===== src/rtl/inv_sbox_layer_pkg.sv =====
// Shared definitions for the decrypt-path inverse substitution layer:
// nibble width, FSM encoding, and the inverse/forward 4-bit S-box tables.
package inv_sbox_layer_pkg;

    localparam int NIBBLE_W = 4;
    localparam int SBOX_N   = 16;

    typedef logic [NIBBLE_W-1:0] nibble_t;

    // FSM encoding kept as plain constants so older tools and scripts that
    // match on the raw codes keep working.
    localparam logic [1:0] ST_IDLE = 2'd0;
    localparam logic [1:0] ST_SUB  = 2'd1;
    localparam logic [1:0] ST_DONE = 2'd2;

    // Inverse S-box, indexed by input nibble.
    localparam nibble_t INV_SBOX [SBOX_N] = '{
        4'hA, 4'hB, 4'h3, 4'h6, 4'hD, 4'h4, 4'h7, 4'h8,
        4'hF, 4'h1, 4'hC, 4'hE, 4'h0, 4'h2, 4'h9, 4'h5
    };

    // Forward S-box of the encrypt path; INV_SBOX[FWD_SBOX[x]] == x.
    // Not used by the decrypt hardware, kept here so models share one source.
    localparam nibble_t FWD_SBOX [SBOX_N] = '{
        4'hC, 4'h9, 4'hD, 4'h2, 4'h5, 4'hF, 4'h3, 4'h6,
        4'h7, 4'hE, 4'h0, 4'h1, 4'hA, 4'h4, 4'hB, 4'h8
    };

    function automatic nibble_t invSboxLookup(input nibble_t x);
        return INV_SBOX[x];
    endfunction

    function automatic nibble_t fwdSboxLookup(input nibble_t x);
        return FWD_SBOX[x];
    endfunction

endpackage


===== src/rtl/inv_sbox_layer_sbox.sv =====
// One inverse S-box lane: a pure 4-bit combinational lookup.
module inv_sbox
    import inv_sbox_layer_pkg::*;
(
    input  logic [NIBBLE_W-1:0] nibIn,
    output logic [NIBBLE_W-1:0] nibOut
);

    assign nibOut = invSboxLookup(nibIn);

endmodule


===== src/rtl/inv_sbox_layer.sv =====
// Iterative inverse substitution layer. A captured state is rotated right by
// LANES nibbles per cycle, the outgoing low slice passing through the inverse
// S-box lanes and re-entering at the top. After NCYC rotations every nibble has
// been substituted exactly once and the block is back in its original order.
module inv_sbox_layer
    import inv_sbox_layer_pkg::*;
#(
    parameter int BLOCK_W = 64,
    parameter int LANES   = 4
)
(
    input  logic               clk,
    input  logic               rst,
    input  logic               in_valid,
    output logic               in_ready,
    input  logic [BLOCK_W-1:0] in_data,
    output logic               out_valid,
    input  logic               out_ready,
    output logic [BLOCK_W-1:0] out_data,
    output logic               busy
);

    localparam int SLICE_W = NIBBLE_W * LANES;
    localparam int NCYC    = BLOCK_W / SLICE_W;
    localparam int CNT_W   = (NCYC > 1) ? $clog2(NCYC) : 1;
    localparam logic [CNT_W-1:0] CNT_LAST = CNT_W'(NCYC - 1);

    // Elaboration-time guard: the rotation only returns to the original nibble
    // order when the block is a whole number of lane slices.
    if ((LANES < 1) || (BLOCK_W % SLICE_W) != 0) begin : gParamCheck
        $error("inv_sbox_layer: BLOCK_W must be a positive multiple of 4*LANES");
    end

    logic [1:0]         state;
    logic [CNT_W-1:0]   laneCnt;
    logic [BLOCK_W-1:0] blockReg;
    logic [SLICE_W-1:0] subSlice;
    logic [BLOCK_W-1:0] rotNext;
    logic               acceptIn;

    // Substitution lanes operate on the lowest slice of the rotating register.
    for (genvar l = 0; l < LANES; l++) begin : gLane
        inv_sbox uLane (
            .nibIn  (blockReg[l*NIBBLE_W +: NIBBLE_W]),
            .nibOut (subSlice[l*NIBBLE_W +: NIBBLE_W])
        );
    end

    // Substituted slice re-enters at the top; with a single slice per block
    // there is nothing left to shift down.
    if (NCYC == 1) begin : gRotSingle
        assign rotNext = subSlice;
    end else begin : gRotMulti
        assign rotNext = {subSlice, blockReg[BLOCK_W-1:SLICE_W]};
    end

    assign acceptIn  = in_valid && (state == ST_IDLE);
    assign in_ready  = (state == ST_IDLE);
    assign out_valid = (state == ST_DONE);
    assign busy      = (state == ST_SUB) || (state == ST_DONE);
    assign out_data  = blockReg;

    // FSM, lane counter and rotate register; reset aborts any in-flight block.
    always_ff @(posedge clk) begin
        if (rst) begin
            state    <= ST_IDLE;
            laneCnt  <= '0;
            blockReg <= '0;
        end else begin
            case (state)
                ST_IDLE: begin
                    if (acceptIn) begin
                        blockReg <= in_data;
                        laneCnt  <= '0;
                        state    <= ST_SUB;
                    end
                end
                ST_SUB: begin
                    blockReg <= rotNext;
                    if (laneCnt == CNT_LAST) begin
                        laneCnt <= '0;
                        state   <= ST_DONE;
                    end else begin
                        laneCnt <= laneCnt + 1'b1;
                    end
                end
                ST_DONE: begin
                    if (out_ready) begin
                        state <= ST_IDLE;
                    end
                end
                default: begin
                    state <= ST_IDLE;
                end
            endcase
        end
    end

endmodule

===== config.mk =====
export PLATFORM = sky130hd
export DESIGN_NAME = inv_sbox_layer
export DESIGN_NICKNAME = d
export VERILOG_FILES = /design/src/rtl/inv_sbox_layer_pkg.sv /design/src/rtl/inv_sbox_layer_sbox.sv /design/src/rtl/inv_sbox_layer.sv
export SDC_FILE = /design/constraint.sdc
export NUM_CORES = 1
export LEC_CHECK = 0
export ABC_CLOCK_PERIOD_IN_PS = 3400
export CORE_MARGIN = 4
export CORE_UTILIZATION = 44
export DETAILED_ROUTE_END_ITERATION = 6
export PLACE_DENSITY = 0.9
export SLEW_MARGIN = 20
export SYNTH_ARGS = -nofsm -noshare
export SYNTH_HDL_FRONTEND = slang
export SYNTH_SLANG_ARGS = --single-unit

===== constraint.sdc =====
create_clock -name clk -period 3.4 [get_ports clk]
set_input_delay 0.34 -clock clk [delete_from_list [all_inputs] [get_ports clk]]
set_output_delay 0.34 -clock clk [all_outputs]
set_load 0.01 [all_outputs]

* Yosys cells after proc, flatten, opt, wreduce, memory -nomap -nowiden
Memory sizes are Yosys's and may differ from the RTL's. Cells that the tools add are included.
Cells by class: add/sub/neg operators 1, $mul 0, div/mod/pow operators 0, order comparisons 4, eq/ne operators 6, shifts and indexed selects 0, multiplexer cells 17, bitwise gates (word level) 4, reduce and logical (&&, ||, !) cells 6
Operators by type and width (count):
- $pmux W64 S2 | 1
- $mux W64 | 1
- $mux W4 | 8
- $ge A5 B5 Y1 const B | 4
- $not A4 Y5 | 4
- $mux W2 | 5
- $ne A2 B1 Y1 const B | 3
- $pmux W2 S3 | 1
- $eq A2 B2 Y1 const B | 2
- $pmux W2 S2 | 1
- $reduce_and A3 Y1 | 1
- $add A2 B1 Y2 const B | 1
- $eq A2 B1 Y1 const B | 1
- $logic_not A2 Y1 | 1
- $reduce_and A2 Y1 | 1
- $reduce_bool A2 Y1 | 1
- $logic_and A1 B1 Y1 | 1
- $logic_or A1 B1 Y1 | 1
Word-level totals: flip-flop bits (word level) 68, bits in latches 0, bits in writable memories 0, memory bits (read-only) 256, input port bits 68, memories 4
Memories:
- (name not given) | words 16, width 4, read ports 1, clocked after memory_dff 0, write ports 0, RTL line inv_sbox_layer_pkg.sv:30 | return INV_SBOX[x];
- (name not given) | words 16, width 4, read ports 1, clocked after memory_dff 0, write ports 0, RTL line inv_sbox_layer_pkg.sv:30
- (name not given) | words 16, width 4, read ports 1, clocked after memory_dff 0, write ports 0, RTL line inv_sbox_layer_pkg.sv:30
- (name not given) | words 16, width 4, read ports 1, clocked after memory_dff 0, write ports 0, RTL line inv_sbox_layer_pkg.sv:30

* Longest topological paths before layout
depth in word-level cells 5, gate-level depth with buffers 8, depth with buffers taken out 5

* Modules after synthesis
Synthesis repeated with hierarchy kept, for this count alone.
Unflattened totals: cell total of the unflattened synthesis 459, area total of the unflattened synthesis 4576.9 um2
Modules (own cells, without submodules):
- inv_sbox_layer | times used 1, cells each 361, area each 3773.6 um2, seq. area each 1361.3 um2
- inv_sbox at gLane[0].uLane ... | times used 2, cells each 25, area each 202.7 um2, seq. area each 0.0 um2
- inv_sbox at gLane[2].uLane ... | times used 2, cells each 24, area each 198.9 um2, seq. area each 0.0 um2

* Worst setup path before layout
Ideal clock, no wire load.
kind register to register, start point register state[0], end point register blockReg[62], in the netlist out_data[62], arrival time 1.605 ns, required time 3.254 ns, setup slack 1.648 ns, cell stages (with the launch flop) 9, path buffers 3, clock period less this slack 1.752 ns, cell sequence dfxtp_1 > inv_1 > ha_1 > buf_2 > mux2_2 > buf_2 > buf_2 > o21bai_1 > a41oi_1
On the way: longest elaborated chain between the ends 4, elaborated cells on any way between the ends 7, classes of those cells 2 x eq/ne; 1 x mux; 4 x reduce/logical
Ends and longest elaborated chain:
- from (decl) | RTL line inv_sbox_layer.sv:34 | logic [1:0] state;
- from (signal assigned) | RTL line inv_sbox_layer.sv:66 | state <= ST_IDLE;
- from (signal assigned) | RTL line inv_sbox_layer.sv:75 | state <= ST_SUB;
- from (signal assigned) | RTL line inv_sbox_layer.sv:82 | state <= ST_DONE;
- $logic_not A2 Y1 *
- net in_ready | RTL line inv_sbox_layer.sv:15 | output logic in_ready,
- $logic_and A1 B1 Y1 | RTL line inv_sbox_layer.sv:57 | assign acceptIn = in_valid && (state == ST_IDLE);
- $ne A2 B1 Y1 (no line)
- $reduce_and A2 Y1 (no line)
- to (signal assigned) | RTL line inv_sbox_layer.sv:73 | blockReg <= in_data;
- to (signal assigned) | RTL line inv_sbox_layer.sv:79 | blockReg <= rotNext;
- to (decl) | RTL line inv_sbox_layer.sv:36 | logic [BLOCK_W-1:0] blockReg;
The timed path passes the listed nets; every way through them passes the cells marked *. A chain may end at the register's enable or synchronous reset.

* Worst setup path after layout
start point register state[1], end point register blockReg[35], in the netlist out_data[35]
On the way: longest elaborated chain between the ends 4, elaborated cells on any way between the ends 7, classes of those cells 2 x eq/ne; 1 x mux; 4 x reduce/logical
Ends and longest elaborated chain (RTL line):
- $logic_not A2 Y1 | inv_sbox_layer.sv:57, inv_sbox_layer.sv:70
- $logic_and A1 B1 Y1 | inv_sbox_layer.sv:57
- $ne A2 B1 Y1 (no line)
- $reduce_and A2 Y1 (no line)
Several ways; a longest one is shown, not always the timed one.

==> out/metrics.yaml <==
ys.flop_type: "dfxtp_1"
routed_wl_mm: 11.9
overflow: 0
synth.most_common_cell: "dfxtp_1"
ant_nets: 0
fmax_ghz: 0.420
cp.required_ps: 3640
cts_max_path_buffers: 2
startpoint_type: "register"
hpwl_mm: 8.76
n_antenna_cell: 0
crit_fanout: 64
synthToLayoutAreaGrowth_pct: 40.3
utilization: 0.635
synthArstFlopShare: 0
peakVddDrop_mv: 0.247
critPathCapture: "out_data[35]$_SDFFE_PP0P_"
die_w_um: 103
drcViolationCount: 0
yosysUniqueCellTypes: 37
netlist_area_um2: 3970
grt_busiest_layer: "met2"
vias: 3684
cts_made_buffers: 9
cts_setup_buffers: 0
cts_resized: 0
synth_nets: 540
gr-usage-met3: 0.0555
synth.largest_area_cell: "dfxtp_1"
rows: 34
hold_buffers: 0
wl_per_cell_um: 17.9
fin_worst_skew_ps: 11.7
leakagePower_nw: 2.07
first_global_vias: 3730
h-tree-depth: 3
grt_max_degree: 65
setup_viol: 0
drtIter0Drc: 153
finalCritPeriodShare: 0.701
clock_latency_ps: 350
critPathLaunch: "state[1]$_SDFFE_PP0P_"
regToRegStartpoint: "state[1]$_SDFFE_PP0P_"
gr-usage-met1: 0.260
drv_slew: 0
vias_per_cell: 5.52
gp_congestion: 0.889
hold_class: "reg2reg"
met2_usage: 0.392
final_nets: 651
rsz0062_at_grt: "no"
status: "complete, no violations"
synth_edf_count: 0
worst_pin_slew_ps: 909
reg2reg_depth: 6
post_route_cells_drive_above_1_share: 0.0537
critical_path_class: "reg2reg"
critPathArrivalTime_ps: 2630
die_h_um: 103
synth_top_area_frac: 0.343
hold_viol: 0
r2r_end: "out_data[35]$_SDFFE_PP0P_"
die-area_um2: 10600
netlist_instances: 443
p_total_w: 0.00294
finalSetupTns_ps: 0
core_area_um2: 8760
yosys_warnings: 0
syn_area_per_cell_um2: 8.95
hold_depth: 2
root_buffer: "clkbuf_8"
reg2reg_slack_ps: 1020
grt_usage: 0.225
start_util: 0.453
synthTopCellsByCount: "dfxtp_1, nor2_1, a211oi_1, mux2i_1, ha_1"
synth_top_cells_by_area: "dfxtp_1, mux2i_1, a211oi_1, ha_1, nor2_1"
period_minus_slack_ps: 2380
antenna_found_initial: 0
power.density_nw_per_um2: 529
fin_area_um2: 5570
end_kind: "register"
yosys_register_bits: 68
grt_pass1_wl_mm: 18.6
placed_area_um2: 5310
path_clk_slew_ps: 80
cts_tree: "done"
ios: 135
firstDrtPassIters: 5
max-slew-margin-rel: 0.394
ys_seq_area_frac: 0.343
maxCapViolations: 0
io_buffers: 134
cts_sinks: 68
==> where the power goes <==
part / switching (W) / internal (W) / leakage (nW)
combinational: 0.000480 / 0.000524 / 1.38
sequential: 0.000169 / 0.000918 / 0.564
clock: 0.000323 / 0.000530 / 0.126
==> stage by stage <==
step | worst slack (ps) | cells | hold slack (ps)
after floorplan | 1650 | 443 | 449
after global placement | 1210 | 651 | 461
after detailed placement | 1030 | 651 | 466
after CTS | 1010 | 667 | 478
after global routing | 874 | 667 | 523
final | 1020 | 667 | 485
==> metal layers <==
metal / wire length [µm] / up-vias
li1: - / 1813
met1: 4710 / 1727
met2: 6090 / 123
met3: 813 / 21
met4: 311 / 0
met5: 0 / -
==> final cells by class <==
type                            instances  area, µm²
Sequential cell                        68       1360
Clock buffer                           11        151
Fill cell                             725       3200
Clock inverter                          5        106
Inverter                               19       71.3
Tap cell                              108        135
Multi-Input combinational cell        316       2360
Timing Repair Buffer                  140       1380
==> worst min path at each step <==
stage | end | slack, ps | startpoint
global route | laneCnt[0]$_SDFFE_PP0P_ | 520 | laneCnt[0]$_SDFFE_PP0P_
detailed placement | laneCnt[0]$_SDFFE_PP0P_ | 470 | laneCnt[0]$_SDFFE_PP0P_
global placement | laneCnt[0]$_SDFFE_PP0P_ | 460 | laneCnt[0]$_SDFFE_PP0P_
finish | laneCnt[0]$_SDFFE_PP0P_ | 480 | laneCnt[0]$_SDFFE_PP0P_
CTS | laneCnt[0]$_SDFFE_PP0P_ | 480 | laneCnt[0]$_SDFFE_PP0P_
floorplan | laneCnt[0]$_SDFFE_PP0P_ | 450 | laneCnt[0]$_SDFFE_PP0P_
==> worst max-delay path, stage by stage, from the launching register on <==
cell      delay [ps]
dfxtp_1          340
inv_1            140
ha_1             390
mux2_4           640
buf_4            390
nor2_1            80
a211oi_1         260
==> cell families after synthesis <==
| group | count (synthesis) | share of synthesized area |
|---|---|---|
| compound gates | 107 | 0.197 |
| simple gates | 121 | 0.152 |
| mux | 59 | 0.150 |
| flops | 68 | 0.343 |
| fa+ha+maj | 29 | 0.0915 |
| buf+inv | 59 | 0.0662 |
==> layout by cell type (no fill, tap or decap), types with 2 or more instances in the layout <==
cell type and instances:
clkbuf_8 11, nand2_1 6, dfxtp_1 68, a311oi_1 4
inv_1 18, clkdlybuf4s50_1 133, nand2b_1 16, bufinv_16 3
a211o_1 4, o32a_1 2, mux2i_1 54, o211ai_1 8
nand3b_1 8, o21bai_1 3, nor2b_1 18, nor3_1 4
buf_4 6, o22ai_1 4, o31ai_1 2, ha_1 28
nor2_1 61, o41ai_1 4, or4_1 4, a21oi_1 16
a31oi_1 2, a211oi_1 54, mux2_2 4
==> sequential cells by signal, indices dropped and copies added (netlist names) <==
signal,flops
out_data,64
laneCnt,2
state,2
Power figures use the tool's default switching activity.
